### src/rtl/host_monitor.sv
// Test-host monitor: snoops data-memory writes for console output, exit detection and a
// retirement watchdog, then streams a signature window out of memory after a passing exit.
module host_monitor #(
    parameter logic [31:0]        CHAR_ADDR   = 32'h10000000,
    parameter logic [31:0]        EXIT_ADDR   = 32'h10001000,
    parameter logic [31:0]        TOHOST_ADDR = 32'h00001000,
    parameter logic [7:0]         PASS_CODE   = 8'h03,
    parameter int                 FIFO_DEPTH  = 16,
    parameter int                 DUMP_AW     = 13,
    parameter logic [DUMP_AW-1:0] DUMP_BASE   = DUMP_AW'(32'h1FC0),
    parameter int                 DUMP_WORDS  = 64,
    parameter int                 WDOG_CYCLES = 20000
) (
    input  logic               clk,
    input  logic               rst,
    input  logic               mem_valid,
    input  logic               mem_write,
    input  logic [3:0]         mem_wmask,
    input  logic [31:0]        mem_addr,
    input  logic [31:0]        mem_wdata,
    input  logic               retired,
    output logic               char_valid,
    output logic [7:0]         char_data,
    input  logic               char_ready,
    output logic [7:0]         char_drops,
    output logic               dump_req,
    output logic [DUMP_AW-1:0] dump_addr,
    input  logic [31:0]        dump_rdata,
    output logic               dump_valid,
    output logic [31:0]        dump_data,
    output logic               done,
    output logic               pass,
    output logic               timeout,
    output logic [31:0]        exit_code
);

    localparam int FIFO_AW   = $clog2(FIFO_DEPTH);
    localparam int IDX_W     = $clog2(DUMP_WORDS + 1);
    localparam int WDOG_W    = (WDOG_CYCLES > 1) ? $clog2(WDOG_CYCLES) : 1;
    localparam int WDOG_LAST = (WDOG_CYCLES > 0) ? WDOG_CYCLES - 1 : 0;

    typedef enum logic [1:0] {S_RUN, S_DRAIN, S_DUMP, S_DONE} state_t;

    state_t state, state_next;

    logic wr_event, ev_char, ev_exit, ev_tohost;
    logic unused_wmask;

    assign wr_event     = mem_valid & mem_write & mem_wmask[0];
    assign ev_char      = wr_event & (mem_addr == CHAR_ADDR);
    assign ev_exit      = wr_event & (mem_addr == EXIT_ADDR);
    assign ev_tohost    = wr_event & (mem_addr == TOHOST_ADDR);
    assign unused_wmask = ^mem_wmask[3:1];

    // Character FIFO; the count carries one extra bit so full and empty differ.
    logic [7:0]         fifo_mem [FIFO_DEPTH];
    logic [FIFO_AW-1:0] wr_ptr, rd_ptr;
    logic [FIFO_AW:0]   fifo_count;
    logic               fifo_empty, fifo_full, push_req, push, pop, drop;

    assign fifo_empty = (fifo_count == '0);
    assign fifo_full  = (fifo_count == (FIFO_AW + 1)'(FIFO_DEPTH));
    assign pop        = char_valid & char_ready;
    assign push_req   = ev_char & (state == S_RUN);
    assign push       = push_req & (~fifo_full | pop);
    assign drop       = push_req & fifo_full & ~pop;
    assign char_valid = ~fifo_empty;
    assign char_data  = fifo_empty ? 8'h00 : fifo_mem[rd_ptr];

    always_ff @(posedge clk) begin
        if (push) begin
            fifo_mem[wr_ptr] <= mem_wdata[7:0];
        end
    end

    always_ff @(posedge clk or posedge rst) begin
        if (rst) begin
            wr_ptr     <= '0;
            rd_ptr     <= '0;
            fifo_count <= '0;
            char_drops <= '0;
        end else begin
            if (push) begin
                wr_ptr <= wr_ptr + 1'b1;
            end
            if (pop) begin
                rd_ptr <= rd_ptr + 1'b1;
            end
            case ({push, pop})
                2'b10:   fifo_count <= fifo_count + 1'b1;
                2'b01:   fifo_count <= fifo_count - 1'b1;
                default: fifo_count <= fifo_count;
            endcase
            if (drop && char_drops != 8'hFF) begin
                char_drops <= char_drops + 1'b1;
            end
        end
    end

    // Watchdog only runs in RUN; expiry is the edge that would take the count to WDOG_CYCLES.
    logic [WDOG_W-1:0] wdog_cnt;
    logic              wdog_fire;

    assign wdog_fire = (WDOG_CYCLES != 0) && (state == S_RUN) && !retired
                       && (wdog_cnt == WDOG_W'(WDOG_LAST));

    always_ff @(posedge clk or posedge rst) begin
        if (rst) begin
            wdog_cnt <= '0;
        end else if (state == S_RUN) begin
            if (retired || wdog_fire) begin
                wdog_cnt <= '0;
            end else begin
                wdog_cnt <= wdog_cnt + 1'b1;
            end
        end
    end

    // Exit bookkeeping; a bus exit outranks a same-cycle watchdog expiry.
    logic dump_pending;

    always_ff @(posedge clk or posedge rst) begin
        if (rst) begin
            exit_code    <= '0;
            pass         <= 1'b0;
            timeout      <= 1'b0;
            dump_pending <= 1'b0;
        end else if (state == S_RUN) begin
            if (ev_exit) begin
                exit_code    <= mem_wdata;
                pass         <= (mem_wdata[7:0] == PASS_CODE);
                dump_pending <= (mem_wdata[7:0] == PASS_CODE);
            end else if (ev_tohost) begin
                exit_code    <= mem_wdata;
                pass         <= (mem_wdata == 32'd1);
                dump_pending <= 1'b0;
            end else if (wdog_fire) begin
                timeout <= 1'b1;
            end
        end
    end

    logic [IDX_W-1:0] dump_idx;

    always_ff @(posedge clk or posedge rst) begin
        if (rst) begin
            state      <= S_RUN;
            dump_idx   <= '0;
            dump_valid <= 1'b0;
        end else begin
            state      <= state_next;
            dump_valid <= dump_req;
            if (dump_req) begin
                dump_idx <= dump_idx + 1'b1;
            end
        end
    end

    // DUMP stays one cycle past the last request so its read data is still presented there.
    always_comb begin
        state_next = state;
        dump_req   = 1'b0;
        case (state)
            S_RUN: begin
                if (ev_exit || ev_tohost || wdog_fire) begin
                    state_next = S_DRAIN;
                end
            end
            S_DRAIN: begin
                if (fifo_empty) begin
                    state_next = dump_pending ? S_DUMP : S_DONE;
                end
            end
            S_DUMP: begin
                if (dump_idx == IDX_W'(DUMP_WORDS)) begin
                    state_next = S_DONE;
                end else begin
                    dump_req = 1'b1;
                end
            end
            S_DONE:  state_next = S_DONE;
            default: state_next = S_RUN;
        endcase
    end

    assign done      = (state == S_DONE);
    assign dump_addr = dump_req ? (DUMP_BASE + DUMP_AW'(dump_idx)) : '0;
    assign dump_data = dump_valid ? dump_rdata : 32'h0;

endmodule

### config.mk
export PLATFORM = sky130hd
export DESIGN_NAME = host_monitor
export DESIGN_NICKNAME = d
export VERILOG_FILES = /design/src/rtl/host_monitor.sv
export SDC_FILE = /design/constraint.sdc
export NUM_CORES = 1
export LEC_CHECK = 0
export ABC_AREA = 1
export ABC_CLOCK_PERIOD_IN_PS = 3530
export CORE_ASPECT_RATIO = 0.7
export CORE_MARGIN = 2
export CORE_UTILIZATION = 49
export DETAILED_ROUTE_END_ITERATION = 10
export MAX_ROUTING_LAYER = met4
export PLACE_DENSITY = 0.8
export RECOVER_POWER = 100
export SKIP_CTS_REPAIR_TIMING = 1
export SKIP_LAST_GASP = 1
export SYNTH_ARGS = -nofsm -noshare
export SYNTH_HDL_FRONTEND = slang
export SYNTH_SLANG_ARGS = --single-unit
export TNS_END_PERCENT = 1
### constraint.sdc
create_clock -name clk -period 3.53 [get_ports clk]
set_input_delay 1.059 -clock clk [delete_from_list [all_inputs] [get_ports clk]]
set_output_delay 1.059 -clock clk [all_outputs]
set_load 0.02 [all_outputs]
## Yosys cells after proc, flatten, opt, wreduce, memory -nomap -nowiden

Memory sizes are Yosys's and may differ from the RTL's.
Cells that the tools add are included.

- Logic and storage cells: 88
- Memories: 1
- Output and inout bits: 99
- RAM bits: 128
- Bits in registers: 81
- Input port bits: 106

- Add/sub/neg operators: 8
- Bitwise logic cells: 16
- Eq/ne operators: 17
- Mux-type cells: 20
- Reductions and logical operators: 14

Memories:

| memory | depth | bits a word | read ports | clocked after Yosys merged registers in | write ports | RTL line | source |
|---|---|---|---|---|---|---|---|
| fifo_mem | 16 | 8 | 1 | 0 | 1 | 56 | `logic [7:0] fifo_mem [FIFO_DEPTH];` |

Operators with widths:

| cell | count |
|---|---|
| 2-to-1 mux 32 bit | 3 |
| equality test 32 x 29 -> 1 bit, second input constant | 2 |
| equality test 32 x 1 -> 1 bit, second input constant | 1 |
| equality test 32 x 13 -> 1 bit, second input constant | 1 |
| adder 15 x 1 -> 15 bit, second input constant | 1 |
| equality test 15 bit, second input constant | 1 |
| 2-to-1 mux 15 bit | 1 |
| 2-to-1 mux 13 bit | 1 |
| bitwise AND 1 bit | 10 |
| case mux 5 bit (2 select lines) | 1 |
| adder 7 x 8 -> 9 bit, first input constant | 1 |
| 2-to-1 mux 1 bit | 9 |
| adder 4 x 1 -> 4 bit, second input constant | 2 |
| adder 8 x 1 -> 8 bit, second input constant | 1 |
| equality test 8 x 2 -> 1 bit, second input constant | 1 |
| 2-to-1 mux 8 bit | 1 |
| inequality test 8 bit, second input constant | 1 |
| case mux 2 bit (4 select lines) | 1 |
| adder 7 x 1 -> 7 bit, second input constant | 1 |
| equality test 7 bit, second input constant | 1 |
| equality test 2 bit, second input constant | 3 |
| 2-to-1 mux 2 bit | 3 |
| adder 5 x 1 -> 5 bit, second input constant | 1 |
| equality test 5 bit, second input constant | 1 |
| 15 further kinds | 26 |

## Longest topological paths before layout

Gate-level depths: netlist (run 1).

- Depth in word-level cells: 7
- Gate-level depth with buffers: 17
- Depth with buffers taken out: 17

## Worst setup path after synthesis (run 1)

Ideal clock, no wire load.

- Path kind: input to register
- Start point: input port mem_addr[23]
- End point: register fifo_count[4]
- Arrival time: 2.788 ns
- Cell stages on the path: 17
- Buffers on the path: 0
- Path slack: 0.629 ns
- Library setup time: 0.113 ns
- Cell sequence: nor2_1 -> nand2_1 -> nor2_2 -> nand3_1 -> inv_1 -> nand2_2 -> nand2_1 -> inv_1 -> fa_1 -> a21oi_1 -> o21bai_1 -> nand3_1 -> nand2_1 -> nand2_1 -> nand2_1 -> nand2_1 -> inv_1

- Cells in the longest elaborated chain, start to end: 6

RTL lines:

| what | RTL line | source |
|---|---|---|
| start, declared | 19 | `input logic [31:0] mem_addr,` |
| equality test 32 x 29 -> 1 bit (*) | 50 | `assign ev_char = wr_event & (mem_addr == CHAR_ADDR);` |
| bitwise AND 1 bit (*) | 50 |  |
| bitwise AND 1 bit (*) | 64 | `assign push_req = ev_char & (state == S_RUN);` |
| bitwise AND 1 bit (*) | 65 | `assign push = push_req & (~fifo_full \| pop);` |
| equality test 2 x 1 -> 1 bit / equality test 2 bit (equally long branches) | 89 | `case ({push, pop})` |
| case mux 5 bit (2 select lines) / nonzero test 2 bit (equally long branches) | n/a |  |
| end signal, assigned | 90 | `2'b10: fifo_count <= fifo_count + 1'b1;` |
| end signal, assigned | 91 | `2'b01: fifo_count <= fifo_count - 1'b1;` |
| end signal, assigned | 92 | `default: fifo_count <= fifo_count;` |
| end, declared | 58 | `logic [FIFO_AW:0] fifo_count;` |

Every way passes the cells marked *; elsewhere a longest branch is shown, timed or not.
A chain may end at the register's enable or synchronous reset.

## Worst setup path in the final report (run 1)

- Start point: register rd_ptr[0]
- End point: output port char_data[2]

- Cells in the longest elaborated chain, start to end: 2

RTL lines:

| what | RTL line | source |
|---|---|---|
| start, declared | 57 | `logic [FIFO_AW-1:0] wr_ptr, rd_ptr;` |
| start signal, assigned | 87 | `rd_ptr <= rd_ptr + 1'b1;` |
| memory read (16 x 8 bit) | n/a |  |
| 2-to-1 mux 8 bit | 68 | `assign char_data = fifo_empty ? 8'h00 : fifo_mem[rd_ptr];` |
| end, declared | 23 | `output logic [7:0] char_data,` |

No other way between the ends.

==> results of run 1 <==
[final timing paths]
path,slack [ps],depth (start not counted),to
setup reg to reg,300,9,wdog_cnt[4]
setup / recovery,-290,7,char_data[2]
hold reg to reg,470,2,exit_code[30]
hold / removal,470,2,exit_code[30]
min in group asynchronous,1360,2,exit_code[5]
max in group asynchronous,440,3,rd_ptr[1]
[logic make-up after synthesis]
kind of cell               count (synthesis)
and+or+nand+nor                          429
DFF                                      209
buffers and inverters                    157
AOI/OAI and AO/OA                        155
xor gates and xnor gates                  22
adders and majority gates                 13
[area by class of cell]
type	instances	area, um^2
Fill cell	1517	6419
Sequential cell	209	5873
Multi-Input combinational cell	619	3047
Timing Repair Buffer	244	2292
Clock buffer	27	571.8
Inverter	113	426.7
Tap cell	264	330.3
Clock inverter	11	113.9
Antenna cell	1	2.502
[worst register-to-register path, stage by stage (launching register included)]
cell and delay (ps):
dfrtp_1 450, nor2_1 190, clkbuf_1 1210, nand2_1 120, nor3_1 200, nand3_1 240, nand2_1 130, nand2_1 160
inv_1 300, nor3b_1 90
[flip-flops by register name, summed over array words and instances (netlist names)]
register      count
fifo_mem        128
exit_code        32
wdog_cnt         15
char_drops        8
dump_idx          7
fifo_count        5
rd_ptr            4
wr_ptr            4
state             2
dump_pending      1
dump_valid        1
pass              1
timeout           1
[layer usage]
| metal | global-route usage (%) | part of all wire (%) | up-vias |
|---|---|---|---|
| met1 | 33.16 | 43 | 3711 |
| met3 | 5.088 | 9.5 | 44 |
| li1 | - | - | 3746 |
| met2 | 37.58 | 46 | 368 |
| met4 | 5.244 | 1.8 | 0 |
| met5 | - | 0 | - |
[stage by stage]
stage	hold WS, ps	cells	utilization, %	instance area (um^2)	setup slack, ps
6_report	465.5	1488	66.35	12660	-290.3
5_1_grt	490.1	1488	66.35	12660	-368.5
2_1_floorplan	455.6	985	-	9649	390.9
3_5_place_dp	457.7	1449	63.63	12140	82.63
4_1_cts	473.6	1487	67.22	12820	-313.0
3_3_place_gp	453.6	1449	63.63	12140	139.6
[placed cells by master (no fill, tap or decap), types with 21 or more instances in the layout]
cell type        instances
dlygate4sd3_1           89
inv_1                  110
o21ai_0                 96
nor2_1                 149
o221ai_1                22
clkbuf_16               21
edfxtp_1               128
dfrtp_1                 79
nand3_1                 64
a21oi_1                 27
clkdlybuf4s50_1        109
nand2_1                174
[where the power goes]
group,switching [mW],internal (mW)
clock,0.924,1.30
combinational,1.19,0.759
sequential,0.0681,2.66
total,2.18,4.71
==> metrics.yaml, run 1 <==
worst_setup_path:
  critical-path-top-delay-family: "buffers and inverters"
  cp_slowest_cell: "clkdlybuf4s50_1"
  crit_path_cell_trace: "clkinv_1 -> buf_12 -> o21ai_0 -> o221ai_1 -> nand3_1 -> a21oi_1 -> clkdlybuf4s50_1"
  worstPathArrival_ps: 2760
  cp_max_fo: 58
  worstSetupEndpointType: "primary output"
  criticalPathCategory: "register to primary output"
  r2r-start: "state[0]"
  worst_setup_path_start_kind: "register"
  critPathRequiredTime_ps: 2470
  crit_start: "rd_ptr[0]"
  path_buf_inv: 3
  crit_path_max_incr_delay_ps: 640
placement:
  routabilityCongestion: 0.8629
  hpwl_um: 17130
  port_buffers: 201
floorplan:
  io_pins: 205
  fp.dieArea_um2: 20850
  start_util_pct: 50.58
  die_h_um: 121.4
  num_rows: 42
  core_um2: 19080
  die_w_um: 171.7
logic_synthesis:
  synth_edf_count: 128
  synth.most_common_cell: "nand2_1"
  ys_seq_area_share_pct: 60.84
  synth-compound-area-share_pct: 9.544
  synth_top_area_share_pct: 39.83
  synth_adder_area_share_pct: 1.763
  syn_inst: 985
  synthTopCellsByCount: "171 x nand2_1, 145 x nor2_1, 128 x edfxtp_1, 111 x inv_1, 84 x o21ai_0"
  synth.avg_cell_area_um2: 9.796
  syn_nets: 1104
  synth_ff_type: "edfxtp_1"
  ys_seq_elements: 209
  muxShareOfSynthArea_pct: 0
  netlist_area_um2: 9649
  synth_cell_type_count: 37
  yosys.area_share.simple_pct: 19.07
  async_reset_ff_share_pct: 38.76
  yosys.area.top_type: "edfxtp_1"
  synth_top_family_by_area: "simple AND/OR/NAND/NOR gates"
  synth_area_leaders: "edfxtp_1 40%, dfrtp_1 21%, nand2_1 6.7%, nor2_1 5.6%, o21ai_0 4.4%"
  synthXorXnorAreaFrac_pct: 1.997
  ys_warn_count: 0
finish:
  drive_gt1_share_pct: 6.296
  finalNetCount: 1327
  area_growth_pct: 31.17
job:
  cap_violations: 1
sta:
  final.period_utilization_pct: 108.2
  slew_viol_final: 38
  worst_slack_ps: -290.3
  fin_crit_ps: 3820
  hold_viol_final: 0
  finalSetupViolations: 6
  clock_skew_ps: 12.97
  rsz0062_at_grt: "true"
  max_freq_mhz: 261.8
  tightest_slew_ps: 1655
  maxSlewHeadroom_pct: -10.33
  fin_setup_tns_ps: -1164
route:
  via_per_inst: 5.288
  antenna_left: 0
  totalWireLength_um: 24460
  wl_per_cell_um: 16.44
  firstDrtPassIters: 6
  vias: 7869
  drc: 0
  drtIter0Drc: 972
grt:
  grt_pass1_wl_um: 38340
  grt_use_total_pct: 24.17
  grt_overflow: 0
  antenna_found_initial: 1
  first_global_vias: 7571
  grt_max_degree: 71
clock_tree:
  cts_root_buffer: "clkbuf_16"
  cts_sinks: 209
  htree_levels: 1
  clock_path_buffers: 3
  cts_tree: "built"
  clkLatencyLatePin_ps: 500
  cts_buffers: 21
  clkTransAtPathRegs_ps: 70
pwr:
  p_leak_nw: 5.592
  ir_drop_uv: 328.0
  powerDensity_nw_per_um2: 544.5
  report.power.total_mw: 6.892
run_status:
  violations: "capacitance limit, slew limit, setup timing"
  status: "finished with violations"
min_path:
  min_path_type: "register to register"
  hold_path.startpoint: "exit_code[30]"
Power figures use the tool's default switching activity.
==> run 2, diff against run 1 <==
Settings changed: CTS_CLUSTER_DIAMETER set to 100.
==> results of run 2 <==
Final layout, timing and power as in run 1 (identical DEF).
